<file path="config.mk">
export PLATFORM = sky130hd
export DESIGN_NAME = led_sync_tx
export DESIGN_NICKNAME = d
export VERILOG_FILES = /design/src/rtl/led_sync_tx.sv
export SDC_FILE = /design/constraint.sdc
export NUM_CORES = 1
export LEC_CHECK = 0
export CAP_MARGIN = 20
export CORE_MARGIN = 2
export CORE_UTILIZATION = 40
export DETAILED_ROUTE_END_ITERATION = 6
export HOLD_SLACK_MARGIN = 0.02
export PLACE_DENSITY = 0.74
export SYNTH_ARGS = -nofsm -noshare
export SYNTH_HDL_FRONTEND = slang
export SYNTH_SLANG_ARGS = --single-unit
</file>
<file path="constraint.sdc">
create_clock -name clock -period 2.21 [get_ports clock]
set_input_delay 0.3315 -clock clock [delete_from_list [all_inputs] [get_ports clock]]
set_output_delay 0.3315 -clock clock [all_outputs]
set_load 0.02 [all_outputs]
</file>
<file path="src/rtl/led_sync_tx.sv">
// LED-sync uplink transmitter: snapshots a 16-bit LED word and streams a
// header/data/trailer frame. Optional on-change trigger: LED_SYNC_TX_ON_CHANGE_EN.
module led_sync_tx #(
  parameter int unsigned g_PERIOD = 32'd2504937,
  parameter logic [7:0]  g_HEADER = 8'hA5
) (
  input  logic        clock,
  input  logic        reset,
  input  logic        enable_i,
  input  logic        gbt_link_ready,
  input  logic        send_req_i,
  input  logic [15:0] led_i,
  input  logic        tx_ready_i,
  output logic [15:0] tx_data_o,
  output logic        tx_valid_o,
  output logic        frame_active_o,
  output logic [7:0]  seq_o,
  output logic [15:0] frames_sent_o
);

  localparam int unsigned CNT_W = (g_PERIOD > 32'd2) ? $clog2(g_PERIOD) : 1;
  localparam logic [CNT_W-1:0] CNT_RELOAD = CNT_W'(g_PERIOD - 32'd1);

  typedef enum logic [1:0] {
    ST_IDLE = 2'd0,
    ST_HDR  = 2'd1,
    ST_DAT  = 2'd2,
    ST_TRL  = 2'd3
  } state_t;

  function automatic logic [7:0] frame_ck(input logic [7:0] hdr,
                                          input logic [7:0] seq,
                                          input logic [15:0] led);
    return hdr ^ seq ^ led[15:8] ^ led[7:0];
  endfunction

  state_t           state_r, next_state_s;
  logic             pending_r, pending_s;
  logic [CNT_W-1:0] period_cnt_r;
  logic [15:0]      led_hold_r, led_hold_s;
  logic [7:0]       seq_r;
  logic [15:0]      frames_sent_r;
  logic [15:0]      tx_data_r, tx_data_s;
  logic             tx_valid_r, tx_valid_s;
  logic             frame_active_r;
  logic             expire_s, start_s, abort_s, xfer_s, done_s, on_change_s;
  logic [7:0]       ck_s;

`ifdef LED_SYNC_TX_ON_CHANGE_EN
  logic [15:0]      last_sent_r;

  // Last transmitted LED word, committed only when a trailer is accepted
  always_ff @(posedge clock) begin
    if (reset) begin
      last_sent_r <= 16'h0000;
    end else if (done_s) begin
      last_sent_r <= led_hold_r;
    end else begin
      last_sent_r <= last_sent_r;
    end
  end

  assign on_change_s = (state_r == ST_IDLE) && (led_i != last_sent_r);
`else
  assign on_change_s = 1'b0;
`endif

  // Frame control: request merging, state transitions and next output word
  always_comb begin
    expire_s     = (period_cnt_r == {CNT_W{1'b0}});
    start_s      = (state_r == ST_IDLE) && pending_r && enable_i && gbt_link_ready;
    abort_s      = (state_r != ST_IDLE) && !gbt_link_ready;
    xfer_s       = tx_valid_r && tx_ready_i && gbt_link_ready;
    done_s       = xfer_s && (state_r == ST_TRL);
    next_state_s = state_r;
    led_hold_s   = led_hold_r;
    ck_s         = frame_ck(g_HEADER, seq_r, led_hold_r);
    tx_data_s    = 16'h0000;
    tx_valid_s   = 1'b0;

    case (state_r)
      ST_IDLE: begin
        if (start_s) begin
          next_state_s = ST_HDR;
          led_hold_s   = led_i;
        end else begin
          next_state_s = ST_IDLE;
        end
      end
      ST_HDR: begin
        if (abort_s)     next_state_s = ST_IDLE;
        else if (xfer_s) next_state_s = ST_DAT;
        else             next_state_s = ST_HDR;
      end
      ST_DAT: begin
        if (abort_s)     next_state_s = ST_IDLE;
        else if (xfer_s) next_state_s = ST_TRL;
        else             next_state_s = ST_DAT;
      end
      ST_TRL: begin
        if (abort_s)     next_state_s = ST_IDLE;
        else if (xfer_s) next_state_s = ST_IDLE;
        else             next_state_s = ST_TRL;
      end
      default: begin
        next_state_s = ST_IDLE;
      end
    endcase

    // A starting frame consumes the flag, but events in the same cycle still count
    if (start_s) begin
      pending_s = expire_s | send_req_i;
    end else begin
      pending_s = pending_r | expire_s | send_req_i | abort_s | on_change_s;
    end

    case (next_state_s)
      ST_HDR: begin
        tx_data_s  = {g_HEADER, seq_r};
        tx_valid_s = 1'b1;
      end
      ST_DAT: begin
        tx_data_s  = led_hold_r;
        tx_valid_s = 1'b1;
      end
      ST_TRL: begin
        tx_data_s  = {ck_s, ~ck_s};
        tx_valid_s = 1'b1;
      end
      default: begin
        tx_data_s  = 16'h0000;
        tx_valid_s = 1'b0;
      end
    endcase
  end

  // State, counters and registered outputs
  always_ff @(posedge clock) begin
    if (reset) begin
      state_r        <= ST_IDLE;
      pending_r      <= 1'b1;
      period_cnt_r   <= CNT_RELOAD;
      led_hold_r     <= 16'h0000;
      seq_r          <= 8'h00;
      frames_sent_r  <= 16'h0000;
      tx_data_r      <= 16'h0000;
      tx_valid_r     <= 1'b0;
      frame_active_r <= 1'b0;
    end else begin
      state_r        <= next_state_s;
      pending_r      <= pending_s;
      period_cnt_r   <= expire_s ? CNT_RELOAD : (period_cnt_r - {{(CNT_W-1){1'b0}}, 1'b1});
      led_hold_r     <= led_hold_s;
      seq_r          <= done_s ? (seq_r + 8'd1) : seq_r;
      frames_sent_r  <= done_s ? (frames_sent_r + 16'd1) : frames_sent_r;
      tx_data_r      <= tx_data_s;
      tx_valid_r     <= tx_valid_s;
      frame_active_r <= (next_state_s != ST_IDLE);
    end
  end

  assign tx_data_o      = tx_data_r;
  assign tx_valid_o     = tx_valid_r;
  assign frame_active_o = frame_active_r;
  assign seq_o          = seq_r;
  assign frames_sent_o  = frames_sent_r;

endmodule

</file>
## After elaboration in Yosys (flattened, before gate mapping)

Cells that the tools add are included.

| operators by class | value |
|---|---|
| equal/unequal tests | 6 |
| add/subtract/negate cells | 3 |
| bitwise gates (word level) | 8 |
| muxes and demuxes | 11 |
| reductions and logical operators | 15 |

Operators by type and width:

| cell | count |
|---|---|
| one-hot mux 16 bit (3 select lines) | 1 |
| zero test 22 bit | 1 |
| subtractor 22 x 1 -> 22 bit (second input constant) | 1 |
| adder 16 x 1 -> 16 bit (second input constant) | 1 |
| XOR 8 bit | 2 |
| two-way mux 2 bit | 5 |
| adder 8 x 1 -> 8 bit (second input constant) | 1 |
| == test 2 bit (second input constant) | 4 |
| NOT 8 bit | 1 |
| one-hot mux 2 bit (4 select lines) | 1 |
| logical AND 1 bit | 7 |
| == test 2 x 1 -> 1 bit (second input constant) | 2 |
| two-way mux 1 bit | 4 |
| NOT 4 bit | 1 |
| OR 1 bit | 4 |
| nonzero test 2 bit | 2 |
| OR reduction 3 bit | 1 |
| zero test 2 bit | 1 |
| AND reduction 2 bit | 1 |
| OR reduction 2 bit | 1 |
| zero test 1 bit | 1 |

| storage, ports and cells | value |
|---|---|
| input port bits | 22 |
| register bits after elaboration | 83 |
| output and inout port bits | 42 |

## Logic depth before layout (Yosys ltp)

| logic depth | value |
|---|---|
| depth in word-level cells | 9 |
| mapped depth | 7 |
| depth with buffers taken out | 6 |

## Worst setup path before layout

OpenSTA, ideal clock, no wires.

| path | value |
|---|---|
| kind | reg2reg |
| start point | register period_cnt_r[0] |
| end point | register period_cnt_r[20] |
| path buffers | 1 |
| data required time | 2140 ps |
| path slack | 66 ps |
| arrival | 2074 ps |
| cell stages (with the launch flop) | 8 |
| cells stage by stage | dfxtp_1 > inv_1 > ha_1 > or4b_1 > buf_2 > or3_4 > or4b_1 > a21oi_1 |

| between the ends | value |
|---|---|
| word-level cells in the longest chain between the ends | 2 |
| elaborated cells between the ends (all ways) | 3 |
| those cells by class | add/sub (1); reduce/logical (2) |

Ends and longest elaborated chain:

| item | line | text |
|---|---|---|
| start, declared | 39 | `logic [CNT_W-1:0] period_cnt_r;` |
| start signal, assigned | 152 | `period_cnt_r <= expire_s ? CNT_RELOAD : (period_cnt_r - {{(CNT_W-1){1'b0}}, 1'b1});` |
| parallel branches: the longest is 2 deep, another holds subtractor 22 x 1 -> 22 bit | -- |  |

Several ways; the timed one is not identified.
A chain may end at the register's enable or synchronous reset.

## Worst setup path in the final report

Ends and elaborated chain as after synthesis.

==> impl_metrics.csv <==
group,metric,value,unit
hold_path,worst_hold_path_type,"primary input to register",
place,cell_total_after_placement,664,
clock_tree,cts_buffers,9,
final_layout,most-common-layout-cells,"82 x sky130_fd_sc_hd__dfxtp_1, 64 x sky130_fd_sc_hd__nand2_1, 62 x sky130_fd_sc_hd__clkdlybuf4s50_1",
power,fin_total_pwr,2.91,mW
global_routing,globalRoute.busiestLayer,"met2",
sta,totalNegativeSetupSlack,0,ns
outcome,status,"complete, no violations",
synth,asyncSetResetFlopFracSynth,0,%
synth,synthTopCellsByArea,"sky130_fd_sc_hd__dfxtp_1 41%, sky130_fd_sc_hd__nand2_1 6.0%, sky130_fd_sc_hd__a21oi_1 5.9%",
clock_tree,cts-resized-gates,0,
clock_tree,clk_latency,0.35,ns
place,finalWeightedCongestion,0.824,
worst_setup_path,worst_path_dominant_cell_family,"simple AND/OR/NAND/NOR gates",
worst_setup_path,required_time_at_the_endpoint_of_the_critical_path,2.50,ns
sta,worstMarginPinSlew,0.456,ns
drt,wl_per_cell,14.3,um
drt,length_of_the_first_detailed_routing_pass_in_iterations,4,
floorplanning,die_area,0.0108,mm^2
clock_tree,holdBufCountCts,0,
final_layout,post_layout_nonfiller_instances,679,
floorplanning,initial_core_util,41.1,%
place,place.detailed.hpwl,7120,um
synth,synth_warnings,0,
drt,route.vias.total,3660,
synth,postSynthRegisterBits,82,
synth,yosysSeqAreaShare,41.1,%
sta,timing_hold_violations_final,0,
global_routing,grt_util_met2,29.7,%
worst_setup_path,crit_buf_inv,1,
worst_setup_path,slowest_stage,"sky130_fd_sc_hd__or4b_1",
clock_tree,tritoncts,"built",
floorplanning,die_w,104,um
worst_setup_path,crit_path_start_kind,"register",
clock_tree,setup_repair_bufs_after_cts,0,
floorplanning,io_pins,64,
sta,rsz0062_at_grt,"no",
drt,routed_wl,9720,um
global_routing,grt_use_met1,23.4,%
sta,postLayoutSetupSlackWorst,0.0707,ns
synth,synth_nets,504,
drt,initial_drc_count,188,
global_routing,globalRouteTotalUtil,18.3,%
sta,finalCriticalPeriod,2.14,ns
clock_tree,cts.sinks,82,
drt,detail-route-antenna-nets,0,
final_layout,fraction_of_final_layout_cells_with_drive_strength_greater_than_1,8.97,%
global_routing,grt_use_met3,4.82,%
floorplanning,core,0.00973,mm^2
worst_setup_path,critical-path-max-stage-delay,0.52,ns
worst_setup_path,worstSetupEndpointType,"register",
sta,layout_worst_path_cycle_share,96.8,%
worst_setup_path,maximum_fanout_encountered_on_the_critical_timing_path,4,
final_layout,final_common_cell,"sky130_fd_sc_hd__dfxtp_1",
synth,synth_flop_cell,"sky130_fd_sc_hd__dfxtp_1",
clock_tree,clock_tree.htree_level_count,3,
synth,post-synth-top-area-cell,"sky130_fd_sc_hd__dfxtp_1",
place,buffer_ports.inserted,63,
power,p_leak,1.67,nW
global_routing,grt-ovfl-total,0,
final_layout,area_growth_syn_to_layout,25.4,%
power,vdd_ir_drop_max,0.000321,V
synth,share_of_yosys_cell_area_claimed_by_the_top_area_cell_type,41.1,%
synth,mappedNetlistArea,0.00400,mm^2
worst_setup_path,worstSetupPathType,"register to register",
sta,max_clock_freq,467,MHz
synth,post_synthesis_mean_instance_area,8.36,um^2
worst_setup_path,reg2reg_slack,0.07,ns
drt,post-route-drc-count,0,
place,placement.setup.worst_slack,0.0772,ns
floorplanning,die_height,104,um
clock_tree,clock_tree.root_cell,"sky130_fd_sc_hd__clkbuf_8",
global_routing,grt_pass1_vias,3424,
synth,yosysUniqueCellTypes,53,
run,max_cap_violations,0,
global_routing,grt_pass1_wl,16200,um
sta,final.setup_skew,0.00856,ns
sta,drv_slew,0,
final_layout,ant_diodes,0,
power,power_density,580,mW/mm^2
global_routing,grt_start_max_net_pins,21,
synth,syn_inst,478,
drt,route.detailed.vias_per_inst,5.39,
synth,count_of_flip_flops_with_a_built_in_enable_after_synthesis,0,
clock_tree,clock_pin_slew_worst_setup_and_hold_paths,0.08,ns
global_routing,antenna_found_initial,0,
worst_setup_path,arrival,2.43,ns
final_layout,nets,568,
floorplanning,std_cell_rows,36,
worst_setup_path,path_cells,"inv_1 > ha_1 > or4b_1 > or3_4 > or4b_1 > a21oi_1",
worst_setup_path,crit_top_cell,"sky130_fd_sc_hd__or4b_1",
sta,setup_violations,0,
sta,slew_headroom,69.3,%
clock_tree,cts_max_path_buffers,2,
[layout make-up]
type                    instances  area, um^2
clock buffers                  12         145
clock inverters                 3        40.0
fillers                       930        4720
inverters                       9        33.8
multi-input cells             355        2180
flip-flops and latches         82        1640
well taps                     133         166
repair buffers                 85         803
[per-stage QoR]
stage / instance area (um^2) / hold slack [ns] / util, %
floorplan: 4000 / 0.425 / -
CTS: 5010 / 0.295 / 51.5
finish: 5010 / 0.301 / 51.5
detailed placement: 4830 / 0.458 / 49.6
global placement: 4830 / 0.438 / 49.6
global route: 5010 / 0.290 / 51.5
[per-layer routing]
| metal | part of all wire (%) | vias to the layer above | wire (um) |
|---|---|---|---|
| li1 | - | 1837 | - |
| met1 | 46 | 1726 | 4460 |
| met2 | 47 | 73 | 4550 |
| met3 | 4.9 | 24 | 477 |
| met4 | 2.4 | 0 | 238 |
| met5 | 0 | - | 0 |
[power breakdown]
part	switching, mW	total (mW)	internal [mW]
Clock	0.514	1.06	0.544
Sequential	0.0561	1.57	1.52
Combinational	0.138	0.275	0.138
Total	0.708	2.91	2.20
[synthesized netlist by cell type, types with 10 or more instances]
master / number
sky130_fd_sc_hd__nand2_1: 64
sky130_fd_sc_hd__nor4_1: 10
sky130_fd_sc_hd__xor2_1: 15
sky130_fd_sc_hd__o21ai_0: 16
sky130_fd_sc_hd__nor3_1: 10
sky130_fd_sc_hd__nand3_1: 15
sky130_fd_sc_hd__nand4_1: 14
sky130_fd_sc_hd__dfxtp_1: 82
sky130_fd_sc_hd__nor2_1: 32
sky130_fd_sc_hd__a21oi_1: 47
sky130_fd_sc_hd__xnor2_1: 23
sky130_fd_sc_hd__clkbuf_1: 23
[cell families (layout without fill, tap and decap cells)]
family / count (synthesis) / in the layout / synth area share [%]
mux: 8 / 8 / 2.07
buf+inv: 41 / 109 / 4.54
compound gates: 102 / 102 / 15.7
fa+ha+maj: 4 / 4 / 1.25
xor+xnor: 38 / 38 / 8.33
simple gates: 203 / 203 / 27.1
flops: 82 / 82 / 41.1
[state kept, by name (all words and copies together) (netlist names)]
register / cells
seq_o: 8
tx_data_o: 16
led_hold_r: 16
pending_r: 1
frames_sent_o: 16
state_r: 2
tx_valid_o: 1
period_cnt_r: 22
[worst register-to-register path: stages (launching register included)]
cell and delay (ns):
sky130_fd_sc_hd__dfxtp_1 0.33, sky130_fd_sc_hd__inv_1 0.08, sky130_fd_sc_hd__ha_1 0.19, sky130_fd_sc_hd__or4b_1 0.46, sky130_fd_sc_hd__or3_4 0.36, sky130_fd_sc_hd__or4b_1 0.52
sky130_fd_sc_hd__a21oi_1 0.13
[worst paths after layout]
kind / startpoint / to / cells past startpoint
worst max-delay path: period_cnt_r[0]$_SDFF_PP0_ / period_cnt_r[20]$_SDFF_PP0_ / 6
worst min-delay path: reset / seq_o[0]$_SDFFE_PP0P_ / 2
worst max register to register: period_cnt_r[0]$_SDFF_PP0_ / period_cnt_r[20]$_SDFF_PP0_ / 6
worst min register to register: period_cnt_r[0]$_SDFF_PP0_ / period_cnt_r[0]$_SDFF_PP0_ / 1
Note: power is estimated with default switching activity, not from simulation.
==> patch 1 (same flow settings) <==
`tx_data_r` no longer has a reset.
--- a/src/rtl/led_sync_tx.sv
+++ b/src/rtl/led_sync_tx.sv
@@ -144,5 +144,4 @@
       seq_r          <= 8'h00;
       frames_sent_r  <= 16'h0000;
-      tx_data_r      <= 16'h0000;
       tx_valid_r     <= 1'b0;
       frame_active_r <= 1'b0;
@@ -154,8 +153,11 @@
       seq_r          <= done_s ? (seq_r + 8'd1) : seq_r;
       frames_sent_r  <= done_s ? (frames_sent_r + 16'd1) : frames_sent_r;
-      tx_data_r      <= tx_data_s;
       tx_valid_r     <= tx_valid_s;
       frame_active_r <= (next_state_s != ST_IDLE);
     end
+  end
+
+  always_ff @(posedge clock) begin
+    tx_data_r <= tx_data_s;
   end
 
Formal check against the unedited RTL: differs if reset is asserted again (counterexample within 4 cycles, from zero or initial values and one cycle with reset high); with reset held inactive, the same outputs for 10 cycles.
==> patch 1 against the unedited design <==
  * Final cell count increased by 2.9%
  * Critical path depth decreased by 1
  * Setup slack improved by 61 ps
  * Via count increased by 6.0%
  * Synthesized cell count increased by 3.6%
  * Routed wire length increased by 7.3%
  * Sequential cell count unchanged
  * Sequential power about the same
  * Area after synthesis increased by 2.1%
  * Total power increased by 5.3%
  * Design area increased by 3.7%
  * Worst hold slack improved by 180 ps
  * Critical endpoint is now period_cnt_r[17]$_SDFF_PP1_
==> patch 1: results (changes against the unedited design) <==
Placed design
  – Detail Placement HPWL: 7300 um (was 7120 um)
  – Last weighted congestion value of the routability-driven placer: 0.854 (was 0.824)
  – Worst slack, placed: -46.9 ps (was 77.2 ps)
  – Placed cell area: 0.00497 mm^2 (was 0.00483 mm^2)

Power
  – Clock network fraction of design power: 0.394 (was 0.364)
  – Largest vdd supply drop: 0.356 mV (was 0.321 mV)
  – Combinational fraction of design power: 0.093 (was 0.095)
  – Internal power of the cells: 2310 uW (was 2200 uW)

Global route
  – GRT Total Usage: 0.194 (was 0.183)
  – Maximum number of pins on one net before global-route repair: 50 (was 21)
  – Number of global-route vias before repair: 3643 (was 3424)
  – Wire length of the first global-routing pass: 17700 um (was 16200 um)

Min path
  – Class of the worst hold path: flop to flop (was primary input to flop)

Synthesis
  – Sequential fraction of the synthesis area: 0.402 (was 0.411)
  – Syn_nets: 521 (was 504)
  – Synth Instances: 495 (was 478)
  – Biggest area contributors in the synthesized netlist: dfxtp_1, nand2_1, a21oi_1 (unchanged)

STA
  – Actual transition at the worst max-transition pin: 986 ps (was 456 ps)
  – Worst Skew: 7.85 ps (was 8.56 ps)

Routing
  – Amount of wire on met3 after detailed routing: 547 um (was 477 um)
  – Drt initial violations: 183 (was 188)
  – Met2 wirelength from detailed routing: 4990 um (was 4550 um)
  – Ratio of routed vias to standard cells: 5.55 (was 5.39)
  – Metal-1 WL: 4740 um (was 4460 um)

Worst setup path
  – Max stage delay cell, worst path: a31oi_1 (was or4b_1)
  – Critical-path maximum fanout: 10 (was 4)
  – Kind of cell adding the most delay to the critical path: compound AO/OA/AOI/OAI gates (was simple AND/OR/NAND/NOR gates)
  – Data arrival time of the critical path: 2270 ps (was 2430 ps)
  – Biggest cell delay along the critical path: 810 ps (was 520 ps)

Final layout
  – Number of fill cells in the layout: 927 (was 930)

Outcome
  – Run status: finished, final reports clean (unchanged)
## patch 1: cell types whose count changed in the layout (fill, tap and decap cells not counted), moves of 6 or more
cell      delta
a311o_1      +6
a32oi_1      -8
o221ai_1     +6
o22ai_1      +6
nor2b_1     +10
o211ai_1     +7
mux2i_1      -6
nor2_1      +12
buf_4        +6
## patch 1: final timing paths
kind / to / slack, ps / depth (start not counted) / startpoint
max: period_cnt_r[17]$_SDFF_PP1_ / 130 / 5 / period_cnt_r[0]$_SDFF_PP0_
min: period_cnt_r[0]$_SDFF_PP0_ / 480 / 1 / period_cnt_r[0]$_SDFF_PP0_
max reg2reg: period_cnt_r[17]$_SDFF_PP1_ / 130 / 5 / period_cnt_r[0]$_SDFF_PP0_
min reg2reg: period_cnt_r[0]$_SDFF_PP0_ / 480 / 1 / period_cnt_r[0]$_SDFF_PP0_
## patch 1: cells by family after synthesis
| logic type | count (synthesis) | share of synthesized area |
|---|---|---|
| multiplexers | 4 | 0.0107 |
| flip-flops | 82 | 0.402 |
| AND/OR/NAND/NOR | 210 | 0.271 |
| buffers and inverters | 46 | 0.0466 |
| AO/OA/AOI/OAI | 117 | 0.188 |
| adder cells (fa/ha/maj) | 4 | 0.0123 |
| XOR/XNOR | 32 | 0.0687 |
## patch 1: cell type report
type / count / area (um^2) / share of cell area
Tap cell: 133 / 166 / 0.0320
Sequential cell: 82 / 1640 / 0.316
Inverter: 10 / 37.5 / 0.00723
Clock inverter: 4 / 76.3 / 0.0147
Timing Repair Buffer: 92 / 873 / 0.168
Clock buffer: 11 / 141 / 0.0272
Multi-Input combinational cell: 367 / 2260 / 0.435
## patch 1: metal layers
metal / vias up / global-route usage
met3: 12 / 0.0493
met1: 1842 / 0.251
met4: 0 / 0.0714
met2: 106 / 0.313
met5: - / 0
li1: 1918 / -
==> patch 2 (same flow settings) <==
Without the edit above. The option `LED_SYNC_TX_ON_CHANGE_EN` is turned on by a define.
--- a/src/rtl/led_sync_tx.sv
+++ b/src/rtl/led_sync_tx.sv
@@ -1,4 +1,6 @@
 // LED-sync uplink transmitter: snapshots a 16-bit LED word and streams a
 // header/data/trailer frame. Optional on-change trigger: LED_SYNC_TX_ON_CHANGE_EN.
+`define LED_SYNC_TX_ON_CHANGE_EN
+
 module led_sync_tx #(
   parameter int unsigned g_PERIOD = 32'd2504937,
Behaviour: not the same (Yosys sat finds a counterexample within 10 cycles, from zero or initial values and one cycle with reset high).
==> patch 2 against the unedited design <==
  * Total power rose by 40%
  * Fmax rose by 6.2%
  * Die area rose by 12%
  * Routed wire length rose by 13%
  * Synthesized cell count rose by 13%
  * Design area rose by 13%
  * Non-clock buffer count did not move
  * Setup slack improved by 130 ps
  * Clock skew barely moved
  * Critical path depth fell by 1
  * Critical path type unchanged
  * Sequential cell count rose by 16
  * Count of clock-buffer cells in the layout fell by 3
  * Area after synthesis rose by 13%
  * Highest routed layer unchanged
==> patch 2: results (changes against the unedited design) <==
Worst setup path
  – Biggest cell delay along the critical path: 540 ps (was 520 ps)
  – Data arrival time of the critical path: 2210 ps (was 2430 ps)
  – Capture instance of the worst register-to-register path: period_cnt_r[18]$_SDFF_PP1_ (was period_cnt_r[20]$_SDFF_PP0_)
  – Max stage delay cell, worst path: or4_4 (was or4b_1)
  – Worst reg-to-reg setup slack: 200 ps (was 70 ps)
  – Cell depth of the worst flop-to-flop path: 5 (was 6)
  – Critical-path maximum fanout: 7 (was 4)

Placed design
  – Worst slack, placed: -42.6 ps (was 77.2 ps)
  – Detail Placement HPWL: 7810 um (was 7120 um)

Power
  – Static power due to leakage: 0.00193 uW (was 0.00167 uW)
  – Largest vdd supply drop: 0.402 mV (was 0.321 mV)

Synthesis
  – Synthesized-area fraction occupied by xor and xnor cells: 0.121 (was 0.0833)
  – Number of distinct library cells after synthesis: 48 (was 53)
  – Fraction of synthesized area in multiplexers: 0.00472 (was 0.0207)

Final layout
  – Fraction of layout instances using a drive strength above 1: 0.0833 (was 0.0897)
  – Layout Nets: 621 (was 568)

Clocking
  – Clk root buf: clkbuf_16 (was clkbuf_8)

Routing
  – Average routed wire per standard cell: 14.8 um (was 14.3 um)
  – Drt initial violations: 244 (was 188)
  – Met2 wirelength from detailed routing: 5260 um (was 4550 um)
  – Amount of wire on met3 after detailed routing: 564 um (was 477 um)

Outcome
  – Run status: finished, final reports clean (unchanged)

Global route
  – GRT Total Usage: 0.191 (was 0.183)
  – Met2 Usage GRT: 0.307 (was 0.297)
  – Routing usage on met3: 0.0341 (was 0.0482)

STA
  – Actual transition at the worst max-transition pin: 526 ps (was 456 ps)

Min path
  – End of the worst hold path: tx_data_o[6]$_SDFF_PP0_ (was seq_o[0]$_SDFFE_PP0P_)
patch 2: layout make-up:
class                      count  area, um^2
timing repair buffer          85         791
tap                          140         175
sequential                    98        1960
multi-input combinational    395        2370
clock inverter                 7         141
fill                        1000        5250
inverter                       6        22.5
clock buffer                   9         225
patch 2: worst max-delay path by stage:
stage / end / depth (start not counted) / start
2_1_floorplan: period_cnt_r[18]$_SDFF_PP1_ / 6 / period_cnt_r[12]$_SDFF_PP1_
3_3_place_gp: tx_data_o[0]$_SDFF_PP0_ / 7 / tx_ready_i
3_5_place_dp: tx_data_o[3]$_SDFF_PP0_ / 6 / enable_i
4_1_cts: period_cnt_r[18]$_SDFF_PP1_ / 5 / period_cnt_r[11]$_SDFF_PP1_
5_1_grt: period_cnt_r[18]$_SDFF_PP1_ / 5 / period_cnt_r[11]$_SDFF_PP1_
6_report: period_cnt_r[18]$_SDFF_PP1_ / 5 / period_cnt_r[11]$_SDFF_PP1_
patch 2: power by group:
part           total, uW  internal [uW]  switching, uW
Clock               1910           1220            690
Combinational        297            135            162
Sequential          1850           1800           52.1
patch 2: through the flow:
stage | cells | cell area, um^2 | setup TNS [ps]
6_report | 740 | 5680 | 0
5_1_grt | 740 | 5680 | 0
3_3_place_gp | 724 | 5310 | 0
4_1_cts | 740 | 5680 | 0
3_5_place_dp | 724 | 5310 | -68.5
2_1_floorplan | 540 | 4500 | 0
patch 2: repair_timing:
| item | in CTS | in global routing |
|---|---|---|
| hold endpoints to repair | 0 | 0 |
| setup endpoints to repair | 0 | 1 |
| hold buffers | 0 | 0 |
| gates resized for setup | 0 | 2 |
